<file path="src/rtl/interleaver_pkg.sv">
// Shared constants for the convolutional interleaver/deinterleaver SRAM layout.
package interleaver_pkg;

  localparam int unsigned NBR  = 8;   // branches
  localparam int unsigned NSEG = 24;  // segments per branch, pointer modulus
  localparam int unsigned SEGW = 64;  // words per segment
  localparam int unsigned AW   = 14;  // SRAM address width

  localparam int unsigned BW   = 3;   // branch index width
  localparam int unsigned CW   = 6;   // column width
  localparam int unsigned SW   = 5;   // segment pointer width
  localparam int unsigned MW   = 8;   // segment-row (msb) width
  localparam int unsigned CNTW = BW + CW;

  // Interleaver write offsets: mod-24 complements of the deinterleaver offsets.
  localparam logic [SW-1:0] OFF [NBR] = '{
    5'd0, 5'd12, 5'd18, 5'd6, 5'd3, 5'd21, 5'd9, 5'd15
  };

  // Receive-side deinterleaver offsets sharing the same SRAM layout.
  localparam logic [SW-1:0] DEINT_OFF [NBR] = '{
    5'd0, 5'd12, 5'd6, 5'd18, 5'd21, 5'd3, 5'd15, 5'd9
  };

endpackage

</file>
<file path="src/rtl/mod24_ctr.sv">
// Segment base pointer: counts 0..NSEG-1 and wraps, with synchronous clear.
module mod24_ctr
  import interleaver_pkg::*;
(
  input  logic          clk,
  input  logic          rst,
  input  logic          clr_i,
  input  logic          inc_i,
  output logic [SW-1:0] cnt_o,
  output logic          wrap_o
);

  logic [SW-1:0] cnt_q;

  assign wrap_o = inc_i && (cnt_q == SW'(NSEG - 1));
  assign cnt_o  = cnt_q;

  // Pointer register; clear wins over increment.
  always_ff @(posedge clk) begin
    if (rst || clr_i) begin
      cnt_q <= '0;
    end else if (inc_i) begin
      cnt_q <= wrap_o ? '0 : cnt_q + SW'(1);
    end
  end

endmodule

</file>
<file path="src/rtl/interleaver_addr_gen.sv">
// Transmit-side convolutional interleaver SRAM address/strobe generator.
// Each sample costs a write cycle followed by a read cycle.
module interleaver_addr_gen
  import interleaver_pkg::*;
(
  input  logic          clk,
  input  logic          rst,
  input  logic          en_in,
  output logic [AW-1:0] ADDR,
  output logic          NWRT,
  output logic          NCE,
  output logic          en_out
);

  logic            active_q;
  logic            ph_q;
  logic [CNTW-1:0] cnt_q;
  logic            filled_q;
  logic            en_out_q;

  logic [SW-1:0]   base;
  logic            base_inc;
  logic            base_wrap;
  logic            start;
  logic            frame_end;

  assign start     = !active_q && en_in;
  assign frame_end = active_q && ph_q && (cnt_q == {CNTW{1'b1}});
  assign base_inc  = frame_end;

  mod24_ctr u_base (
    .clk    (clk),
    .rst    (rst),
    .clr_i  (start),
    .inc_i  (base_inc),
    .cnt_o  (base),
    .wrap_o (base_wrap)
  );

  // Sequencing state: start, write/read phase toggle, sample counter, fill flag.
  always_ff @(posedge clk) begin
    if (rst) begin
      active_q <= 1'b0;
      ph_q     <= 1'b0;
      cnt_q    <= '0;
      filled_q <= 1'b0;
      en_out_q <= 1'b0;
    end else begin
      en_out_q <= active_q && ph_q && filled_q;
      if (!active_q) begin
        if (en_in) begin
          active_q <= 1'b1;
          ph_q     <= 1'b0;
          cnt_q    <= '0;
        end
      end else begin
        ph_q <= ~ph_q;
        if (ph_q) begin
          cnt_q <= cnt_q + CNTW'(1);
        end
        if (base_wrap) begin
          filled_q <= 1'b1;
        end
      end
    end
  end

  logic [BW-1:0] br;
  logic [CW-1:0] col;
  logic [SW:0]   sum;
  logic [SW-1:0] seg;
  logic [MW-1:0] msb;

  // Address decode: write uses the offset pointer, read uses the base pointer.
  always_comb begin
    br  = cnt_q[BW-1:0];
    col = cnt_q[CNTW-1:BW];
    sum = {1'b0, base} + {1'b0, OFF[br]};
    // Both operands are below 24, so one conditional subtract is a full mod.
    if (sum >= (SW+1)'(NSEG)) begin
      seg = SW'(sum - (SW+1)'(NSEG));
    end else begin
      seg = sum[SW-1:0];
    end
    if (ph_q) begin
      seg = base;
    end
    msb = {3'b000, seg} + ({5'b00000, br} * MW'(NSEG));
    if (active_q) begin
      ADDR = {msb, col};
      NWRT = ph_q;
      NCE  = 1'b0;
    end else begin
      ADDR = '0;
      NWRT = 1'b1;
      NCE  = 1'b1;
    end
  end

  assign en_out = en_out_q;

endmodule

</file>
<file path="config.mk">
export PLATFORM = sky130hd
export DESIGN_NAME = interleaver_addr_gen
export DESIGN_NICKNAME = d
export VERILOG_FILES = /design/src/rtl/interleaver_pkg.sv /design/src/rtl/mod24_ctr.sv /design/src/rtl/interleaver_addr_gen.sv
export SDC_FILE = /design/constraint.sdc
export NUM_CORES = 1
export LEC_CHECK = 0
export CAP_MARGIN = 20
export CORE_MARGIN = 4
export CORE_UTILIZATION = 43
export CTS_CLUSTER_SIZE = 25
export DETAILED_ROUTE_END_ITERATION = 10
export PLACE_DENSITY = 0.65
export SLEW_MARGIN = 40
export SYNTH_ARGS = -nofsm -noshare
export SYNTH_HDL_FRONTEND = slang
export SYNTH_HIERARCHICAL = 1
export SYNTH_SLANG_ARGS = --single-unit
</file>
<file path="constraint.sdc">
create_clock -name clk -period 4.7 [get_ports clk]
set_input_delay 0.47 -clock clk [delete_from_list [all_inputs] [get_ports clk]]
set_output_delay 0.47 -clock clk [all_outputs]
set_load 0.05 [all_outputs]
</file>
==> flow_metrics.tcl <==
set metrics [dict create \
    p_leak_nw 0.676 \
    critPathArrivalTime_ns 3.96 \
    hold_viol 0 \
    grt_max_degree 19 \
    synth.largest_area_cell "dfxtp_1" \
    drt-wirelength-per-cell_um 13.2 \
    grt_pass1_vias 1195 \
    crit_family "adder cells" \
    final_common_cell "nor2_1" \
    drive_above_1_share_pct 10.2 \
    crit_path_start_kind "flip-flop" \
    fmax_mhz 226 \
    crit_buf_inv 2 \
    rsz0062_at_grt "no" \
    vias 1234 \
    cts.sinks 18 \
    cts_hold_buf 0 \
    min_period_ns 4.43 \
    synth_nets 190 \
    start_util_pct 45.4 \
    fin_total_pwr_w 0.000286 \
    cts_buffer_depth 2 \
    cts_root_buffer "clkbuf_4" \
    maxSlewViolCount 0 \
    num-nets-final 207 \
    ys.flop_type "dfxtp_1" \
    row_count 20 \
    setup_violations 0 \
    path_cells "inv_1 > ha_1 > nand2_1 > o21ai_1 > ha_1 > a21o_1 > a21oi_2 > xnor2_1 > mux2_4 > o311a_1 > fa_1 > nor3b_2 > xor2_1 > nor2_2 > buf_12" \
    cap_violations 0 \
    core-area_um2 3100 \
    finalWirelength_um 3030 \
    worst_clock_skew_ns 0.00216 \
    hp-class "flip-flop to flip-flop" \
    yosysSeqAreaShare_pct 25.6 \
    path_clk_slew_ns 0.10 \
    final_antenna_net_count 0 \
    fin_util_pct 54.4 \
    slowest_delay_ns 0.45 \
    die_h_um 65.2 \
    clock_latency_ns 0.30 \
    outcome "complete, no violations" \
    ir_drop_mv 0.207 \
    critPathMostFrequentCell "ha_1" \
    ys_seq_elements 18 \
    antenna_cells 0 \
    slew-limit-headroom_pct 57.5 \
    numPortBuffers 19 \
    die_w_um 65.2 \
    cpMaxStageDelayCell "fa_1" \
    timing.setup.tns_ns 0 \
    fill_cells 315 \
    grtUsageTotal_pct 16.1 \
    synth.avg_cell_area_um2 8.29 \
    overflow 0 \
    async_reset_ff_share_pct 0 \
    drt_iter0_drc 61 \
    synth-edff-count 0 \
    yosysUniqueCellTypes 40 \
    io_pins 20 \
    cts_tree "yes" \
    cts_setup_buffers 0 \
    end_kind "output port" \
    drtPass1Iterations 4 \
    grt_first_pass_wirelength_um 5460 \
    p_per_area_nw_per_um2 169 \
    ys.warnings.count 6 \
    syn_area_um2 1410 \
    synth_area_leaders "dfxtp_1 (26%), ha_1 (12%), nor2_1 (6.9%), a21oi_1 (4.3%), fa_1 (4.3%)" \
    drc 0 \
    holdWs_ns 0.472 \
    syn_inst 170 \
    htreeDepth 1 \
    vias_per_cell 5.37 \
    design.die.area_um2 4260 \
    critPathKind "flip-flop to output port" \
    fin_crit_sh_pct 94.3 \
    final_cell_mix "nor2_1 (25), dfxtp_1 (16), clkdlybuf4s50_1 (15)" \
    cp_max_fo 9 \
    gp_congestion 0.817 \
    place_hpwl_um 2310 \
    worst_slew_pin_slew_ns 0.636 \
    grt_antenna_before_repair 0 \
    cp_data_required_time_ns 4.23 \
    area_delta_synth_final_pct 19.8 \
    yosysTopAreaCellShare_pct 25.6 \
    numCtsBuffers 3 \
]
## path summary, 6_finish.rpt
kind	startpoint	end	slack, ns	depth (start not counted)
max	cnt_q[0]	ADDR[13]	0.27	15
min	filled_q	filled_q	0.47	2
max reg2reg	cnt_q[1]	u_base/cnt_o[4]	2.77	8
min reg2reg	filled_q	filled_q	0.47	2
## metrics by stage
| stage | instance area (um^2) | cells | setup slack (ns) |
|---|---|---|---|
| 5_1_grt | 1690 | 230 | 0.0270 |
| 6_report | 1690 | 230 | 0.269 |
| 2_1_floorplan | 1410 | 170 | 0.286 |
| 3_3_place_gp | 1640 | 226 | 0.447 |
| 4_1_cts | 1680 | 230 | 0.0770 |
| 3_5_place_dp | 1640 | 226 | 0.325 |
## Yosys cell counts, types with 4 or more instances
cell,number
a21oi_1,12
and2_1,7
dfxtp_1,18
ha_1,14
inv_1,5
mux2_2,4
mux2i_1,5
nand2_1,7
nand3_1,4
nand3b_1,4
nand4_1,4
nor2_1,26
nor3_1,7
o21ai_0,5
xnor2_1,5
xor2_1,4
## power by group
part           switching, W  total (W)  internal (W)
clock network     0.0000497  0.0000970     0.0000473
registers        0.00000560   0.000159      0.000154
logic             0.0000195  0.0000297     0.0000103
## logic make-up after synthesis
family / synth area share, %
AO/OA/AOI/OAI: 13.9
XOR/XNOR: 5.59
adder cells (fa/ha/maj): 16.7
buffers and inverters: 3.73
flip-flops: 25.6
multiplexers: 7.81
AND/OR/NAND/NOR: 26.7
## tightest hold or removal path: cells and delay by family (launching register included)
kind,cells,cell delay [ns]
flip-flops,1,0.34
AND/OR/NAND/NOR,1,0.07
AO/OA/AOI/OAI,1,0.04
## area by class of cell
class                           instances  area [um^2]  share of cell area, %
Multi-Input combinational cell        139         1000                   59.5
Sequential cell                        18          365                   21.6
Timing Repair Buffer                   19          205                   12.2
Tap cell                               44         55.1                   3.26
Clock buffer                            4         36.3                   2.15
Inverter                                6         22.5                   1.33
## what timing repair did
| action | 4_1_cts | 5_1_grt |
|---|---|---|
| gates resized for setup | 1 | 5 |
| cloned | 0 | 0 |
| pin swaps | 0 | 0 |
| setup endpoints to repair | 1 | 1 |
## registers in the layout, indices dropped and copies added, names as in the netlist
signal,cells
filled_q,1
active_q,1
cnt_q,9
u_base/cnt_o,5
en_out,1
ph_q,1
## metal layers
| metal | GRT usage, % | share of wire [%] |
|---|---|---|
| met1 | 21.3 | 45 |
| met2 | 27.1 | 51 |
| met3 | 3.59 | 3.2 |
| met4 | 2.59 | 0.46 |
| met5 | 0 | 0 |
Note: power is estimated with default switching activity, not from simulation.
